[config.mk]
export PLATFORM = sky130hd
export DESIGN_NAME = cr_kme_fifo_reader
export DESIGN_NICKNAME = d
export VERILOG_FILES = /design/src/rtl/cr_kme_fifo_reader_pkg.sv /design/src/rtl/cr_kme_fifo_reader.sv
export SDC_FILE = /design/constraint.sdc
export NUM_CORES = 1
export LEC_CHECK = 0
export BUFFER_PORTS_ARGS = -buffer_cell sky130_fd_sc_hd__buf_2
export CORE_ASPECT_RATIO = 0.8
export CORE_MARGIN = 10
export CORE_UTILIZATION = 57
export CTS_BUF_LIST = sky130_fd_sc_hd__clkbuf_4
export DETAILED_ROUTE_END_ITERATION = 10
export PLACE_DENSITY_LB_ADDON = 0.3
export SYNTH_ARGS = -nofsm -noshare
export SYNTH_HDL_FRONTEND = slang
export SYNTH_SLANG_ARGS = --single-unit
[constraint.sdc]
create_clock -name clk -period 5.7 [get_ports clk]
set_clock_uncertainty 0.05 [all_clocks]
set_input_delay 0.57 -clock clk [delete_from_list [all_inputs] [get_ports clk]]
set_output_delay 0.57 -clock clk [all_outputs]
set_load 0.1 [all_outputs]
[src/rtl/cr_kme_fifo_reader_pkg.sv]
// Shared definitions for the KME FIFO read-side block assembler.
// Holds the bit layout of one 83-bit FIFO entry and the assembler state enum.
// Entry layout: [82] last, [81:72] ctx id, [71:64] byte-valid mask, [63:0] data.
package cr_kme_fifo_reader_pkg;

    localparam int LAST_BIT = 82;
    localparam int CTX_MSB  = 81;
    localparam int CTX_LSB  = 72;
    localparam int MASK_MSB = 71;
    localparam int MASK_LSB = 64;
    localparam int DATA_W   = 64;
    localparam int CTX_W    = 10;
    localparam int MASK_W   = MASK_MSB - MASK_LSB + 1;
    localparam int ENTRY_W  = LAST_BIT + 1;
    // One assembly slot keeps a beat's mask on top of its data.
    localparam int SLOT_W   = MASK_W + DATA_W;

    // COLLECT gathers beats of a command; HOLD presents the finished block.
    typedef enum logic {
        COLLECT = 1'b0,
        HOLD    = 1'b1
    } state_e;

endpackage

[src/rtl/cr_kme_fifo_reader.sv]
// Read-side consumer of the KME entry FIFO.
// Pops entries with a valid/ack strobe, assembles the beats of one command
// into a wide block and hands it downstream over a valid/ready handshake,
// flagging framing errors (ctx mismatch, overrun, empty byte mask).
//
// Ports:
//   clk, rst_n          clock, asynchronous active-low reset
//   fifo_out            FIFO head entry {last, ctx, mask, data}
//   fifo_out_valid      FIFO non-empty
//   fifo_out_ack        pop strobe (combinational), FIFO reads on valid&ack
//   blk_data/blk_mask   assembled beats, beat i at slice i
//   blk_ctx             ctx id of the block's first beat
//   blk_beats           number of beats stored
//   blk_err             framing error seen in this block
//   blk_valid/blk_ready block handshake
//   busy                a block is partially collected
module cr_kme_fifo_reader
    import cr_kme_fifo_reader_pkg::*;
#(
    parameter int MAX_BEATS = 4,
    parameter int BW        = $clog2(MAX_BEATS + 1)
) (
    input  logic                      clk,
    input  logic                      rst_n,
    input  logic [ENTRY_W-1:0]        fifo_out,
    input  logic                      fifo_out_valid,
    output logic                      fifo_out_ack,
    output logic [64*MAX_BEATS-1:0]   blk_data,
    output logic [8*MAX_BEATS-1:0]    blk_mask,
    output logic [CTX_W-1:0]          blk_ctx,
    output logic [BW-1:0]             blk_beats,
    output logic                      blk_err,
    output logic                      blk_valid,
    input  logic                      blk_ready,
    output logic                      busy
);

    localparam logic [BW-1:0] CNT_FULL = BW'(MAX_BEATS);

    state_e             state_q, state_d;
    logic [BW-1:0]      cnt_q, cnt_d;
    logic [CTX_W-1:0]   ctx_q, ctx_d;
    logic               err_q, err_d;
    logic               valid_q, valid_d;
    logic               busy_q, busy_d;

    logic               entLast;
    logic [CTX_W-1:0]   entCtx;
    logic [MASK_W-1:0]  entMask;
    logic [DATA_W-1:0]  entData;
    logic               pop;
    logic               handoff;
    logic [BW-1:0]      baseCnt;
    logic               baseErr;
    logic               full;

    assign entLast = fifo_out[LAST_BIT];
    assign entCtx  = fifo_out[CTX_MSB:CTX_LSB];
    assign entMask = fifo_out[MASK_MSB:MASK_LSB];
    assign entData = fifo_out[DATA_W-1:0];

    // The FIFO may pop whenever we are collecting, or when the held block is
    // leaving this cycle; ack never rises without valid.
    assign fifo_out_ack = fifo_out_valid & ((state_q != HOLD) | blk_ready);
    assign pop          = fifo_out_valid & fifo_out_ack;
    assign handoff      = (state_q == HOLD) & blk_ready;

    // A handoff empties the assembly first, so a beat popped in the same
    // cycle lands as beat 0 of the next block with a clean error flag.
    assign baseCnt = handoff ? '0 : cnt_q;
    assign baseErr = handoff ? 1'b0 : err_q;
    assign full    = (baseCnt == CNT_FULL);

    // Next-state logic for the beat counter, ctx latch, error flag and FSM.
    always_comb begin
        state_d = state_q;
        cnt_d   = cnt_q;
        ctx_d   = ctx_q;
        err_d   = err_q;
        if (handoff) begin
            state_d = COLLECT;
            cnt_d   = '0;
            err_d   = 1'b0;
        end
        if (pop) begin
            if (baseCnt == '0) begin
                ctx_d = entCtx;
            end
            cnt_d   = full ? baseCnt : baseCnt + BW'(1);
            err_d   = baseErr | (entMask == '0) | full
                    | ((baseCnt != '0) && (entCtx != ctx_q));
            state_d = entLast ? HOLD : COLLECT;
        end
        valid_d = (state_d == HOLD);
        busy_d  = (state_d == COLLECT) && (cnt_d != '0);
    end

    // State and registered handshake/status outputs.
    always_ff @(posedge clk or negedge rst_n) begin
        if (!rst_n) begin
            state_q <= COLLECT;
            cnt_q   <= '0;
            ctx_q   <= '0;
            err_q   <= 1'b0;
            valid_q <= 1'b0;
            busy_q  <= 1'b0;
        end else begin
            state_q <= state_d;
            cnt_q   <= cnt_d;
            ctx_q   <= ctx_d;
            err_q   <= err_d;
            valid_q <= valid_d;
            busy_q  <= busy_d;
        end
    end

    // Assembly slots: each is written by the pop that targets its index and
    // zeroed on handoff, so unused beats always read as zero.
    for (genvar i = 0; i < MAX_BEATS; i++) begin : gSlot
        logic [SLOT_W-1:0] slot_q;
        logic              slotWe;

        assign slotWe = pop && (baseCnt == BW'(i));

        always_ff @(posedge clk or negedge rst_n) begin
            if (!rst_n) begin
                slot_q <= '0;
            end else if (slotWe) begin
                slot_q <= {entMask, entData};
            end else if (handoff) begin
                slot_q <= '0;
            end
        end

        assign blk_data[64*i +: 64] = slot_q[DATA_W-1:0];
        assign blk_mask[8*i +: 8]   = slot_q[SLOT_W-1:DATA_W];
    end

    assign blk_ctx   = ctx_q;
    assign blk_beats = cnt_q;
    assign blk_err   = err_q;
    assign blk_valid = valid_q;
    assign busy      = busy_q;

endmodule
==> results of run 1 <==
critical path: cells and delay by family, from the launching register on:
kind                     cells  cell delay [ps]
flip-flops                   1              480
buffers and inverters        1              540
adder cells (fa/ha/maj)      1              210
AND/OR/NAND/NOR              6             1740
cells by family (layout without fill, tap and decap cells):
kind of cell,after synthesis,count (layout),synth area share
buf+inv,100,538,0.0418
fa+ha+maj,1,1,0.00103
compound gates,11,11,0.00687
xor+xnor,11,11,0.00790
other cells,0,3,0
flops,304,304,0.624
simple gates,924,924,0.319
through the flow:
| step | utilization | cell area (µm²) |
|---|---|---|
| 2_1_floorplan | - | 12200 |
| 3_3_place_gp | 0.678 | 14100 |
| 3_5_place_dp | 0.678 | 14100 |
| 4_1_cts | 0.724 | 15100 |
| 5_1_grt | 0.724 | 15100 |
| 6_report | 0.724 | 15100 |
state kept, by name, indices dropped and copies added (netlist names):
register / flops
busy: 1
blk_ctx: 10
gSlot.slot_q: 288
blk_err: 1
blk_beats: 3
blk_valid: 1
layout by cell type, fill, tap and decap left out, types with 3 or more instances in the layout:
| cell | synthesis | final |
|---|---|---|
| dfrtp_1 | 304 | 304 |
| diode_2 | 0 | 3 |
| bufinv_16 | 0 | 3 |
| xnor2_1 | 5 | 5 |
| clkinv_1 | 0 | 20 |
| nand2_1 | 612 | 611 |
| nand3_1 | 290 | 289 |
| nor2_1 | 8 | 8 |
| xor2_1 | 6 | 6 |
| buf_2 | 51 | 390 |
| buf_4 | 1 | 14 |
| clkbuf_4 | 0 | 103 |
path summary, 6_finish.rpt:
| check | from | end | slack (ps) | cells past startpoint |
|---|---|---|---|---|
| max | blk_valid | gSlot[3].slot_q[21] | 2500 | 8 |
| min | fifo_out[76] | blk_ctx[4] | 80 | 3 |
| max reg2reg | blk_valid | gSlot[3].slot_q[21] | 2500 | 8 |
| min reg2reg | gSlot[3].slot_q[52] | gSlot[3].slot_q[52] | 440 | 2 |
| max in group asynchronous | rst_n | gSlot[3].slot_q[52] | 3870 | 3 |
| min in group asynchronous | rst_n | gSlot[0].slot_q[10] | 410 | 2 |
routing by layer:
layer / share of wire / wire [µm] / GRT usage
met3: 0.11 / 4400 / 0.0998
met5: 0.00017 / 7 / 0
met4: 0.037 / 1520 / 0.138
met1: 0.38 / 15600 / 0.358
met2: 0.47 / 19300 / 0.443
cell type report:
cell class	count	area (µm²)	share of cell area
Multi-Input combinational cell	947	4110	0.272
Timing Repair Buffer	407	2100	0.139
Inverter	2	7.51	0.000497
Clock inverter	26	178	0.0118
Sequential cell	304	7610	0.503
Tap cell	269	337	0.0223
Antenna cell	3	7.51	0.000497
Clock buffer	103	773	0.0511
synth_stat cells:
cell and instances:
and4_1 1, nand2_1 612, a22oi_1 1, o21ai_4 1, nand4_1 2, buf_1 3, a31oi_1 2, nand3_1 290
a311oi_1 1, nand2b_1 1, ha_1 1, xor2_1 6, buf_4 1, or4_1 2, and4b_1 1, o21a_1 1
a2111oi_0 1, inv_1 2, clkbuf_1 34, o22ai_1 2, nor2_1 8, nor4_1 1, a21oi_1 2, nor3_1 2
buf_2 51, nor4_4 1, xnor2_1 5, buf_6 9, dfrtp_1 304, and2_1 1, and3_1 1, nand4b_1 1
==> results.ini, run 1 <==
[timing]
finalSetupViolations = 0
worst_pin_slew_ps = 1110
relSlewSlack = 0.257
whs_ps = 82.7
rsz0062_at_grt = no
timing.final.crit_share = 0.561
hold_viol_final = 0
period_minus_slack_ps = 3200
setup-tns-final_ps = 0
slew_violations = 0
clock.fmax_mhz = 313
worst_slack_ps = 2500

[cts]
cts_sinks = 304
cts_max_level = 3
hold_buffers = 1
insertion_delay_ps = 660
cts_resized = 0
cts_setup_buffers = 0
cts_tree = yes
cts_max_path_buffers = 3
cts_buffers = 74
clk_pin_slew_ps = 70
cts_root_buffer = clkbuf_4

[setup_path]
slowest_stage = nand3_2
worstPathMaxFanout = 68
crit_required_ps = 6170
cp-start-kind = flop
worstSetupEndpointType = flop
critical_path.cell_chain = nand2_4 -> nand2_1 -> nor2_1 -> ha_1 -> nand3_2 -> buf_4 -> nand3_1 -> nand2_1
cp_data_arrival_time_ps = 3670
slowest_delay_ps = 590
crit_type = flop to flop
crit_path_frequent_cell = nand2_1

[place]
place_inst = 1928
gp_congestion = 0.849
port_buffers = 391
dp_worst_setup_slack_ps = 2380
hpwl_um = 27500

[logic_synthesis]
synthTopCellsByArea = dfrtp_1 (62%), nand2_1 (19%), nand3_1 (12%)
syn_area_per_cell_um2 = 9.03
syn-instance-count = 1351
synth_warnings = 0
synth_seq_cells = 304
syn_area_um2 = 12200
seq_area_frac_synth = 0.624
synth_top_area_frac = 0.624
yosysTopAreaCell = dfrtp_1
synth_nets = 1439
yosys.cell_types.count = 32

[cells_and_area]
areaGrowthSynthToFinish_pct = 23.9
num-fill-cells = 1574
nets = 1824
stdcell_count = 2061
drive_above_1_share = 0.292

[grt]
grt_pass1_vias = 11100
overflow = 0
grt_pass1_wl_um = 62800
track_usage = 0.287
grt_max_degree = 103
antenna_found_initial = 4

[die]
fp-row-count = 47
core_um2 = 20900
io_pins = 392
die_area_um2 = 27700
die_h_um = 151
initial_core_util = 0.584
die_x_um = 184

[run]
max_cap_violations = 0

[route]
drc = 0
drt_iter0_drc = 1268
routed-via-count = 11400
viasPerCell = 5.52
postRouteAntennaNets = 0
wl_per_cell_um = 19.8
drtPass1Iterations = 8
routed_wl_um = 40800

[outcome]
status = complete, no violations

[hold_path]
hold_class = input port to flop

Power of run 1 is left out: the tool's default activity adds up to more than one toggle a clock period on the data nets, which glitch-free logic cannot reach.
==> run 2, diff against run 1 <==
--- a/config.mk
+++ b/config.mk
@@ -5,10 +5,11 @@
 export SDC_FILE = /design/constraint.sdc
 export NUM_CORES = 1
 export LEC_CHECK = 0
+export ABC_AREA = 1
 export BUFFER_PORTS_ARGS = -buffer_cell sky130_fd_sc_hd__buf_2
 export CORE_ASPECT_RATIO = 0.8
 export CORE_MARGIN = 10
-export CORE_UTILIZATION = 57
+export CORE_UTILIZATION = 47
 export CTS_BUF_LIST = sky130_fd_sc_hd__clkbuf_4
 export DETAILED_ROUTE_END_ITERATION = 10
 export PLACE_DENSITY_LB_ADDON = 0.3
==> constraint.sdc (replaced) <==
create_clock -name clk -period 2.9 [get_ports clk]
set_clock_uncertainty 0.05 [all_clocks]
set_input_delay 0.29 -clock clk [delete_from_list [all_inputs] [get_ports clk]]
set_output_delay 0.29 -clock clk [all_outputs]
set_load 0.1 [all_outputs]
==> run 2 against run 1 <==
  * Register-to-register slack worse by 2000 ps
  * Flip-flop and latch count stayed put
  * Worst hold slack better by 44 ps
  * Design area is 3.7% higher
  * Synthesized area is 2.8% lower
  * First-iteration DRC count is 43% lower
  * Critical path depth stayed put
  * Global-route usage is 4.8 points lower
  * Die area is 16% higher
  * Routed wire length is 4.6% lower
  * Final cell count is 2.8% lower
  * Sequential share of layout area is 1.8 points lower
  * Critical path type unchanged
  * Largest cell class unchanged
==> results.ini, run 2 <==
[cts]
cts_sinks = 304
cts_setup_buffers = 0
cts_max_level = 3
cts_root_buffer = clkbuf_4
cts_buffers = 77
cts_max_path_buffers = 3
cts_tree = yes
clk_pin_slew_ps = 70
insertion_delay_ps = 670

[logic_synthesis]
syn_area_per_cell_um2 = 10.2
synth_xor_area_frac = 0.000738
yosysMostFrequentCell = dfrtp_1
syn_area_um2 = 11900
synth_top_area_frac = 0.641
synthTopCellsByArea = dfrtp_1 (64%), nand3_1 (12%), o21ai_1 (8.1%)
synth_compound_area_frac = 0.129
syn-instance-count = 1159
synth_nets = 1247
synth_commonest_cells = dfrtp_1 (304), nand3_1 (290), o21ai_1 (191)
synth_warnings = 0
synth_edf_count = 0
ys_async_sr_fraction = 1.00
synth_fa_ha_area_frac = 0.00105
synth_top_family_by_area = simple AND/OR/NAND/NOR gates
synth_top_flop_cell = dfrtp_1
yosys.cell_types.count = 26
seq_area_frac_synth = 0.641
yosys.area_share.simple = 0.150
yosysTopAreaCell = dfrtp_1
synth_seq_cells = 304
synth.area.mux_share = 0.00127

[setup_path]
r2r-start = blk_valid
worstPathMaxFanout = 63
cp-start-kind = flop
critical-path-top-delay-family = simple AND/OR/NAND/NOR gates
critical_path.cell_chain = nand2_8 -> nand2_1 -> inv_2 -> nor2_8 -> nand2_4 -> buf_12 -> nand3_1 -> o21ai_1
crit_type = flop to flop
crit_buf_inv = 2
slowest_delay_ps = 470
crit_required_ps = 3390
worstSetupEndpointType = flop
startpoint = blk_valid
slowest_stage = nand2_4
cp_data_arrival_time_ps = 2890

[die]
die_area_um2 = 32000
initial_core_util = 0.483
fp-row-count = 51
core_um2 = 24600
die_h_um = 162
die_x_um = 198
io_pins = 392

[cells_and_area]
regMostFlops = gSlot.slot_q
num-fill-cells = 1980
stdcell_count = 2003
drive_above_1_share = 0.320
layout_common_cells = buf_2 (390), dfrtp_1 (304), nand3_1 (290), o21ai_1 (191), o21ai_0 (109)
final_common_cell = buf_2
areaGrowthSynthToFinish_pct = 32.2
largest_reg_flops = 288
nets = 1728

[place]
gp_congestion = 0.815
port_buffers = 391
place_inst = 1792
hpwl_um = 26300

[timing]
timing.final.crit_share = 0.827
relSlewSlack = 0.374
setup-tns-final_ps = 0
slew_violations = 0
period_minus_slack_ps = 2400
clock.fmax_mhz = 417
hold_viol_final = 0
finalSetupViolations = 0
rsz0062_at_grt = no
worst_pin_slew_ps = 939

[route]
viasPerCell = 5.33
postRouteAntennaNets = 0
drt_iter0_drc = 726
wl_per_cell_um = 19.5
routed-via-count = 10700
drc = 0
routed_wl_um = 39000
drtPass1Iterations = 5

[grt]
grt_pass1_vias = 10700
overflow = 0
grt_pass1_wl_um = 61400
grt_max_degree = 162
antenna_found_initial = 1
track_usage = 0.239

[outcome]
status = complete, no violations

[hold_path]
hold_class = input port to asynchronous set/reset pin

[run]
max_cap_violations = 0

[run 2: cell type report]
cell class / instances / area [µm²] / share of cell area
clock buffers: 107 / 803 / 0.0512
well taps: 318 / 398 / 0.0254
repair buffers: 496 / 3050 / 0.194
multi-input cells: 666 / 3360 / 0.215
clock inverters: 16 / 103 / 0.00654
flip-flops and latches: 304 / 7610 / 0.485
diodes: 1 / 2.50 / 0.000160
inverters: 95 / 357 / 0.0227
[run 2: per-layer routing]
metal  vias up  track usage  part of all wire
met5         -            0                 0
met4         0        0.108             0.037
met3        88       0.0847              0.10
met2       513        0.359              0.45
met1      5096        0.306              0.41
li1       4983            -                 -
[run 2: through the flow]
| step | cell area [µm²] | hold slack (ps) | utilization | setup slack [ps] |
|---|---|---|---|---|
| after floorplan | 11900 | -55.6 | - | 509 |
| after global placement | 13900 | 243 | 0.566 | 679 |
| after detailed placement | 13900 | 254 | 0.566 | 602 |
| after CTS | 15700 | 67.5 | 0.638 | 492 |
| after global routing | 15700 | 119 | 0.638 | 311 |
| final | 15700 | 127 | 0.638 | 501 |
[run 2: logic make-up after synthesis]
| logic type | after synthesis |
|---|---|
| DFF | 304 |
| buffers and inverters | 189 |
| and+or+nand+nor | 359 |
| AOI/OAI and AO/OA | 304 |
| adders and majority gates | 1 |
| xor gates and xnor gates | 1 |
| muxes | 1 |
[run 2: path summary, 6_finish.rpt]
path                                            end  slack, ps  cells past startpoint
worst max-delay path            gSlot[2].slot_q[66]        500                      8
worst min-delay path            gSlot[0].slot_q[34]        130                      2
worst max register to register  gSlot[2].slot_q[66]        500                      8
worst min register to register              blk_err        430                      2
max in group asynchronous       gSlot[0].slot_q[13]       1650                      4
min in group clk                       blk_beats[1]        170                      6
[run 2: what timing repair did]
action | in CTS | in global routing
hold buffers | 87 | 0
resized for setup | 0 | 0
hold endpoints to repair | 431 | 0
[run 2: worst register-to-register path, stage by stage (launching register included)]
cell and delay [ps]:
dfrtp_1 460, nand2_8 280, nand2_1 160, inv_2 140, nor2_8 60, nand2_4 470, buf_12 400, nand3_1 140
o21ai_1 120
Power of run 2 is left out for the same reason.
==> run 3, diff against run 2 <==
--- a/config.mk
+++ b/config.mk
@@ -9,7 +9,7 @@
 export BUFFER_PORTS_ARGS = -buffer_cell sky130_fd_sc_hd__buf_2
 export CORE_ASPECT_RATIO = 0.8
 export CORE_MARGIN = 10
-export CORE_UTILIZATION = 47
+export CORE_UTILIZATION = 52
 export CTS_BUF_LIST = sky130_fd_sc_hd__clkbuf_4
 export DETAILED_ROUTE_END_ITERATION = 10
 export PLACE_DENSITY_LB_ADDON = 0.3
==> constraint.sdc (replaced) <==
create_clock -name clk -period 2.4 [get_ports clk]
set_clock_uncertainty 0.05 [all_clocks]
set_input_delay 0.24 -clock clk [delete_from_list [all_inputs] [get_ports clk]]
set_output_delay 0.24 -clock clk [all_outputs]
set_load 0.1 [all_outputs]
==> run 3 against run 2 <==
  * Die area decreased by 8.6%
  * Sequential share of layout area decreased by 0.33 points
  * Largest cell class unchanged
  * Design area increased by 0.69%
  * Highest routed layer unchanged
  * Routed wire length decreased by 1.1%
==> results.ini, run 3 (synthesis results as in run 2) <==
[timing]
hold_viol_final = 0
period_minus_slack_ps = 2250
timing.final.crit_share = 0.935
worst_slack_ps = 155
setup-tns-final_ps = 0
worst_pin_slew_ps = 794
clock.fmax_mhz = 445
finalSetupViolations = 0
slew_violations = 0
relSlewSlack = 0.470
rsz0062_at_grt = no

[setup_path]
cp_data_arrival_time_ps = 1960
crit_end = fifo_out_ack
worst_r2r_endpoint = gSlot[2].slot_q[32]
worstSetupEndpointType = primary output
crit_required_ps = 2110
slowest_delay_ps = 450
rr_worst_depth = 8
r2r_setup_slack_ps = 390
startpoint = blk_valid
critical_path.cell_chain = nand2_1 -> nand2_4 -> inv_2 -> buf_2
crit_buf_inv = 2
crit_cells = 4
slowest_stage = dfrtp_1
worstPathMaxFanout = 6
critical-path-top-delay-family = buffers and inverters
r2r-start = blk_valid
crit_type = flop to primary output
cp-start-kind = flop

[cells_and_area]
nets = 1730
stdcell_count = 1997
regMostFlops = gSlot.slot_q
num-fill-cells = 1660
areaGrowthSynthToFinish_pct = 33.1
drive_above_1_share = 0.323
layout_common_cells = buf_2 (390), dfrtp_1 (304), nand3_1 (290), o21ai_1 (191), clkbuf_4 (112)
largest_reg_flops = 288
final_common_cell = buf_2

[die]
die_h_um = 155
die_area_um2 = 29300
initial_core_util = 0.529
io_pins = 392
core_um2 = 22400
die_x_um = 189
fp-row-count = 49

[outcome]
status = complete, no violations

[cts]
cts_max_path_buffers = 3
cts_setup_buffers = 0
insertion_delay_ps = 650
clk_pin_slew_ps = 70
cts_buffers = 75
cts_tree = yes
cts_max_level = 3
cts_root_buffer = clkbuf_4
cts_sinks = 304

[grt]
grt_pass1_wl_um = 60700
antenna_found_initial = 1
grt_pass1_vias = 10800
overflow = 0
track_usage = 0.256
grt_max_degree = 149

[place]
hpwl_um = 25500
dp_worst_setup_slack_ps = 412
place_inst = 1783
gp_congestion = 0.863
port_buffers = 391

[route]
drc = 0
postRouteAntennaNets = 0
drtPass1Iterations = 5
routed_wl_um = 38600
drt_iter0_drc = 1007
viasPerCell = 5.39
routed-via-count = 10800
wl_per_cell_um = 19.3

[run]
max_cap_violations = 0

[hold_path]
hold_class = input port to asynchronous set/reset pin

==> run 3: cell types whose count changed in the layout (fill, tap and decap cells not counted) <==
cell	change
clkbuf_4	+5
buf_12	+4
clkinv_1	-2
clkinv_2	-2
inv_2	+2
buf_4	-1
bufinv_16	+1
clkinvlp_4	-1
dlygate4sd3_1	+1
inv_6	-1
==> run 3: what timing repair did <==
action | in CTS | in global routing
hold endpoints to repair | 509 | 0
resized for setup | 0 | 0
hold buffers | 88 | 0
==> run 3: area by class of cell <==
| cell class | instances | area (µm²) | area share |
|---|---|---|---|
| multi-input combinational | 666 | 3360 | 0.213 |
| tap | 306 | 383 | 0.0242 |
| antenna | 1 | 2.50 | 0.000158 |
| clock inverter | 13 | 106 | 0.00673 |
| sequential | 304 | 7610 | 0.482 |
| clock buffer | 112 | 841 | 0.0532 |
| inverter | 95 | 357 | 0.0226 |
| timing repair buffer | 500 | 3130 | 0.198 |
==> run 3: metal layers <==
layer | track usage | up-vias | wire length [µm]
li1 | - | 4990 | -
met2 | 0.392 | 580 | 18100
met4 | 0.103 | 0 | 1110
met1 | 0.334 | 5125 | 15700
met5 | 0 | - | 0
met3 | 0.0800 | 64 | 3620
==> run 3: through the flow <==
stage               area [µm²]  hold slack, ps  utilization
floorplan                11900            -106            -
global placement         14000             198        0.622
detailed placement       14000             200        0.622
CTS                      15800            85.1        0.704
global route             15800            82.0        0.704
finish                   15800             109        0.704
==> run 3: worst reg2reg max path, cell delays in order, from the launching register on <==
cell,delay (ps)
dfrtp_1,450
nand2_8,120
nand2_1,90
inv_2,120
nor2_8,60
nand2_4,60
buf_4,580
nand3_1,250
o21ai_0,140
==> run 3: how the worst min path moves through the flow <==
stage           from             endpoint  slack, ps  cells past startpoint
4_1_cts        rst_n  gSlot[1].slot_q[36]         90                      2
3_3_place_gp   rst_n  gSlot[1].slot_q[36]        200                      1
2_1_floorplan  rst_n         blk_beats[0]       -110                      0
3_5_place_dp   rst_n  gSlot[1].slot_q[36]        200                      1
5_1_grt        rst_n  gSlot[1].slot_q[36]         80                      2
6_report       rst_n  gSlot[1].slot_q[36]        110                      2
Power of run 3 is left out for the same reason.
